<file path="src/rtl/decode_cycle.sv">
// RV32I decode stage: control decode, 32x32 register file, immediates, ID/EX register.
// Define REGFILE_BYPASS_EN for write-first register reads of the writeback port.
module decode_cycle #(
  parameter int XLEN = 32
) (
  input  logic            clk,
  input  logic            rst,
  input  logic [XLEN-1:0] InstrD,
  input  logic [XLEN-1:0] PCD,
  input  logic [XLEN-1:0] PCPlus4D,
  input  logic            FlushE,
  input  logic            RegWriteW,
  input  logic [4:0]      RdW,
  input  logic [XLEN-1:0] ResultW,
  output logic            RegWriteE,
  output logic            MemWriteE,
  output logic            ALUSrcE,
  output logic            BranchE,
  output logic            JumpE,
  output logic [1:0]      ResultSrcE,
  output logic [2:0]      ALUControlE,
  output logic [XLEN-1:0] RD1E,
  output logic [XLEN-1:0] RD2E,
  output logic [XLEN-1:0] ImmExtE,
  output logic [4:0]      Rs1E,
  output logic [4:0]      Rs2E,
  output logic [4:0]      RdE,
  output logic [XLEN-1:0] PCE,
  output logic [XLEN-1:0] PCPlus4E
);

  localparam logic [6:0] OP_R  = 7'b0110011;
  localparam logic [6:0] OP_I  = 7'b0010011;
  localparam logic [6:0] OP_LW = 7'b0000011;
  localparam logic [6:0] OP_SW = 7'b0100011;
  localparam logic [6:0] OP_BR = 7'b1100011;
  localparam logic [6:0] OP_J  = 7'b1101111;

`ifdef REGFILE_BYPASS_EN
  localparam bit BYPASS = 1'b1;
`else
  localparam bit BYPASS = 1'b0;
`endif

  typedef enum logic [2:0] {
    IMM_NONE, IMM_I, IMM_S, IMM_B, IMM_J
  } imm_e;

  typedef struct packed {
    logic            rw;
    logic            mw;
    logic            as;
    logic            br;
    logic            jp;
    logic [1:0]      rsrc;
    logic [2:0]      alu;
    logic [XLEN-1:0] rd1;
    logic [XLEN-1:0] rd2;
    logic [XLEN-1:0] imm;
    logic [4:0]      rs1;
    logic [4:0]      rs2;
    logic [4:0]      rd;
    logic [XLEN-1:0] pc;
    logic [XLEN-1:0] pc4;
  } id_ex_t;

  logic [6:0]      op;
  logic [2:0]      f3;
  logic [4:0]      rs1, rs2;
  logic            alu_ok;
  logic [2:0]      alu_ri;
  imm_e            isel;
  logic [XLEN-1:0] imm;
  logic [XLEN-1:0] rd1, rd2;
  logic            wr_en;
  logic [XLEN-1:0] rf_q [32];
  id_ex_t          ex_d, ex_q;

  assign op    = InstrD[6:0];
  assign f3    = InstrD[14:12];
  assign rs1   = InstrD[19:15];
  assign rs2   = InstrD[24:20];
  assign wr_en = RegWriteW && (RdW != 5'd0);

  // addi never becomes sub; only R-type honours funct7[5]
  always_comb begin
    alu_ok = 1'b1;
    alu_ri = 3'b000;
    case (f3)
      3'b000:  alu_ri = (op == OP_R && InstrD[30]) ? 3'b001 : 3'b000;
      3'b010:  alu_ri = 3'b101;
      3'b110:  alu_ri = 3'b011;
      3'b111:  alu_ri = 3'b010;
      default: alu_ok = 1'b0;
    endcase
  end

  always_comb begin
    ex_d      = '0;
    isel      = IMM_NONE;
    case (op)
      OP_R: if (alu_ok) begin
        ex_d.rw  = 1'b1;
        ex_d.alu = alu_ri;
      end
      OP_I: begin
        isel = IMM_I;
        if (alu_ok) begin
          ex_d.rw  = 1'b1;
          ex_d.as  = 1'b1;
          ex_d.alu = alu_ri;
        end
      end
      OP_LW: begin
        isel      = IMM_I;
        ex_d.rw   = 1'b1;
        ex_d.as   = 1'b1;
        ex_d.rsrc = 2'b01;
      end
      OP_SW: begin
        isel    = IMM_S;
        ex_d.mw = 1'b1;
        ex_d.as = 1'b1;
      end
      OP_BR: begin
        isel     = IMM_B;
        ex_d.br  = 1'b1;
        ex_d.alu = 3'b001;
      end
      OP_J: begin
        isel      = IMM_J;
        ex_d.rw   = 1'b1;
        ex_d.jp   = 1'b1;
        ex_d.rsrc = 2'b10;
      end
      default: ;
    endcase
    ex_d.rd1 = rd1;
    ex_d.rd2 = rd2;
    ex_d.imm = imm;
    ex_d.rs1 = rs1;
    ex_d.rs2 = rs2;
    ex_d.rd  = InstrD[11:7];
    ex_d.pc  = PCD;
    ex_d.pc4 = PCPlus4D;
  end

  always_comb begin
    imm = '0;
    case (isel)
      IMM_I: imm = {{20{InstrD[31]}}, InstrD[31:20]};
      IMM_S: imm = {{20{InstrD[31]}}, InstrD[31:25],
                    InstrD[11:7]};
      IMM_B: imm = {{19{InstrD[31]}}, InstrD[31], InstrD[7],
                    InstrD[30:25], InstrD[11:8], 1'b0};
      IMM_J: imm = {{11{InstrD[31]}}, InstrD[31],
                    InstrD[19:12], InstrD[20],
                    InstrD[30:21], 1'b0};
      default: imm = '0;
    endcase
  end

  always_comb begin
    rd1 = rf_q[rs1];
    rd2 = rf_q[rs2];
    if (BYPASS && wr_en && RdW == rs1) rd1 = ResultW;
    if (BYPASS && wr_en && RdW == rs2) rd2 = ResultW;
    if (rs1 == 5'd0) rd1 = '0;
    if (rs2 == 5'd0) rd2 = '0;
  end

  always_ff @(posedge clk) begin
    if (!rst) begin
      for (int i = 0; i < 32; i++) rf_q[i] <= '0;
    end else if (wr_en) begin
      rf_q[RdW] <= ResultW;
    end
  end

  // flush squashes the wrong-path instruction into a bubble
  always_ff @(posedge clk) begin
    if (!rst)        ex_q <= '0;
    else if (FlushE) ex_q <= '0;
    else             ex_q <= ex_d;
  end

  assign RegWriteE   = ex_q.rw;
  assign MemWriteE   = ex_q.mw;
  assign ALUSrcE     = ex_q.as;
  assign BranchE     = ex_q.br;
  assign JumpE       = ex_q.jp;
  assign ResultSrcE  = ex_q.rsrc;
  assign ALUControlE = ex_q.alu;
  assign RD1E        = ex_q.rd1;
  assign RD2E        = ex_q.rd2;
  assign ImmExtE     = ex_q.imm;
  assign Rs1E        = ex_q.rs1;
  assign Rs2E        = ex_q.rs2;
  assign RdE         = ex_q.rd;
  assign PCE         = ex_q.pc;
  assign PCPlus4E    = ex_q.pc4;

endmodule

</file>
<file path="config.mk">
export PLATFORM = sky130hd
export DESIGN_NAME = decode_cycle
export DESIGN_NICKNAME = d
export VERILOG_FILES = /design/src/rtl/decode_cycle.sv
export SDC_FILE = /design/constraint.sdc
export NUM_CORES = 2
export LEC_CHECK = 0
export CAP_MARGIN = 10
export CORE_MARGIN = 1
export CORE_UTILIZATION = 50
export DETAILED_ROUTE_END_ITERATION = 10
export PLACE_DENSITY = 0.69
export SLEW_MARGIN = 20
export SYNTH_ARGS = -nofsm -noshare
export SYNTH_HDL_FRONTEND = slang
export SYNTH_SLANG_ARGS = --single-unit
</file>
<file path="constraint.sdc">
create_clock -name clk -period 4.7 [get_ports clk]
set_input_delay 0.705 -clock clk [delete_from_list [all_inputs] [get_ports clk]]
set_output_delay 0.705 -clock clk [all_outputs]
set_load 0.005 [all_outputs]
</file>
==> impl_results.md <==
- Ys Warns: 0
- Distinct cells, synth: 45
- Setup Fix Bufs, Post-CTS: 0
- Worst-path clk slew: 0.06 ns
- CTS root buffer: clkbuf_16
- Crit path capture type: register
- Max-slew headroom: 20.2%
- Final Core Density: 59.3%
- Worst Setup EP: rf_q[27][24]$_SDFFCE_PN0P_
- Kind of critical path: in -> reg
- Register area share after synthesis: 58.1%
- Cts bufs inserted: 135
- Area of the multi-input gates: 0.0235 sq mm
- Cts hold-fix bufs: 0
- Seq. cell area: 0.0342 sq mm
- Remaining antenna violation count: 0
- Hold Crit Class: in -> reg
- Fmax: 332 MHz
- Worst skew pair latency: 0.75 ns
- Vias in the first global route: 37290
- Endpoints failing hold: 0
- Outcome: finished, final reports clean
- Total iterations of the first detailed-routing run: 6
- Flop2flop setup slack: 2.62 ns
- Count of final setup violators: 0
- Period utilization: 64.0%
- Worst-margin pin slew: 1.19 ns
- Cell area after synthesis: 0.0589 sq mm
- Worst setup margin: 1.69 ns
- Crit path DAT: 3.41 ns
- Cell Count, Final, Fillers Out: 5808
- RR Startpoint: rf_q[15][29]$_SDFFCE_PN0P_
- Post-synth top area share: 52.2%
- Synth async-reset ratio: 0%
- RSZ-0062 raised after global routing: false
- # nets final: 4308
- Critical path origin: RdW[4]
- Die H: 345 microns
- Pre-CTS setup slack: 0.950 ns
- Power per cell area: 375 mW/mm^2
- Reg2reg end: RD2E[29]$_SDFF_PP0_
- Row count: 125
- Commonest non-fill, non-tap cell in the layout: and2_1
- Worst vdd ir: 0.000362 V
- Required @ worst endpoint: 5.10 ns
- DP Area: 0.0647 sq mm
- Static leakage power: 24.3 nW
- Filler Cell Count: 8703
- CTS tree: built
- Routed vias: 38568
- R2R depth: 5
- Slew Limit Fails: 0
- Top_reg_cell synth: edfxtp_1
- Grt ovf: 0
- Worst hold slack: 0.492 ns
- Top-Level Pins: 322
- First-pass GRT wire length: 281 mm
- Cell taking the most area after synthesis: edfxtp_1
- Layout cells sized above 1: 21.5%
- CP Cell Sequence: clkdlybuf4s50_1, nand3b_1, o21ai_4, buf_4
- Yosys reg bits: 1198
- DIE AREA: 0.119 sq mm
- Power Total: 26.0 mW
- Pin count of the biggest net entering global routing: 74
- Ranking of synthesized cells by area: edfxtp_1 52%, mux4_2 17%, and2_1 11%
- DP HPWL: 127 mm
- Design Area, Final: 0.0691 sq mm
- DR iter-0 viols: 5713
- Crit-path max cell delay: 0.85 ns
- CP max stage cell: o21ai_4
- H-tree depth: 4
- Final clock skew: 0.0184 ns
- Initial antenna violation count: 11
- Synth Instances: 3929
- CTS max path bufs: 3
- Starting Density: 50.6%
- Post_cts resized: 0
- Crit Path Max Fanout: 17
- DIE WIDTH: 345 microns
- Routed WL: 200 mm
- Post-Place Cells: 5557
- Core footprint: 0.117 sq mm
- DRC: 0
- Commonest non-fill, non-tap cells in the layout: 1071 x and2_1, 1024 x edfxtp_1, 432 x mux4_2
- Post-synth EDFFs: 1024
- Critical path startpoint category: primary input
- GR Util All Layers: 33.3%
- Routed length per instance: 34.4 microns
- Routability cong.: 0.903
- Clk sink count: 1198
- Syn_area_per_cell: 15.0 sq um
- Vias per inst: 6.64
- Final TNS setup: 0 ns
- Final worst path period need: 3.01 ns
- Area Growth Syn to Fin: 17.3%
- Port bufs: 321
- Max_cap viols: 0
-- flip-flops by register name, indices dropped and copies added (netlist names) --
name / cells
ALUControlE: 3
ALUSrcE: 1
BranchE: 1
ImmExtE: 21
JumpE: 1
MemWriteE: 1
PCE: 32
PCPlus4E: 32
RD1E: 32
RD2E: 32
RdE: 5
RegWriteE: 1
ResultSrcE: 2
Rs1E: 5
Rs2E: 5
rf_q: 1024
-- power by group --
group	total, mW	leakage [nW]	switching (mW)	internal [mW]
logic	2.85	11.0	1.62	1.24
clock network	10.7	2.18	4.41	6.27
registers	12.4	11.2	0.323	12.1
-- worst max-delay path, delay by kind of cell --
family | cells | cell delay, ns
AO/OA/AOI/OAI | 1 | 0.85
buffers and inverters | 2 | 1.17
AND/OR/NAND/NOR | 1 | 0.65
-- final cells by class --
type	count	share of cell area, %
multi-input cells	2333	34.0
clock inverters	58	0.827
repair buffers	492	7.20
diodes	4	0.0145
inverters	11	0.0597
well taps	1524	2.76
flip-flops and latches	1198	49.5
clock buffers	188	5.60
-- metal layers --
layer  vias up  global-route usage, %  wire, microns
met1     19702                   44.3          73400
met3       496                   8.22          24300
li1      15427                      -              -
met2      2937                   52.5          93000
met5         -                      0             36
met4         6                   13.8           8960
-- how the worst min path moves through the flow --
stage,end,start,slack [ns],cells after the start
6_report,ImmExtE[5]$_SDFF_PP0_,InstrD[25],0.49,3
3_3_place_gp,RD2E[19]$_SDFF_PP0_,rf_q[6][19]$_SDFFCE_PN0P_,0.79,4
3_5_place_dp,RD1E[30]$_SDFF_PP0_,rf_q[10][30]$_SDFFCE_PN0P_,0.81,3
5_1_grt,ImmExtE[5]$_SDFF_PP0_,InstrD[25],0.48,3
4_1_cts,ImmExtE[5]$_SDFF_PP0_,InstrD[25],0.46,3
2_1_floorplan,RD2E[10]$_SDFF_PP0_,rf_q[6][10]$_SDFFCE_PN0P_,0.70,4
-- synth_stat cells (25+ instances only) --
master    number
a21oi_1       40
a22o_1        39
a22oi_1       25
and2_1      1072
buf_2         58
buf_4         31
clkbuf_1     295
dfxtp_1      174
edfxtp_1    1024
mux2i_1      289
mux4_2       432
nand2_1       52
nor2_1        48
o21ai_0       38
o221ai_1      57
o22a_1        32
-- cells by family (layout without fill, tap and decap cells) --
family | after synthesis | count (layout) | synth area share [%]
compound gates | 323 | 323 | 4.17
buf+inv | 429 | 749 | 3.27
flops | 1198 | 1198 | 58.1
mux | 737 | 737 | 21.7
other cells | 1 | 36 | 0.00637
simple gates | 1241 | 1241 | 12.7
Power figures use the tool's default switching activity.
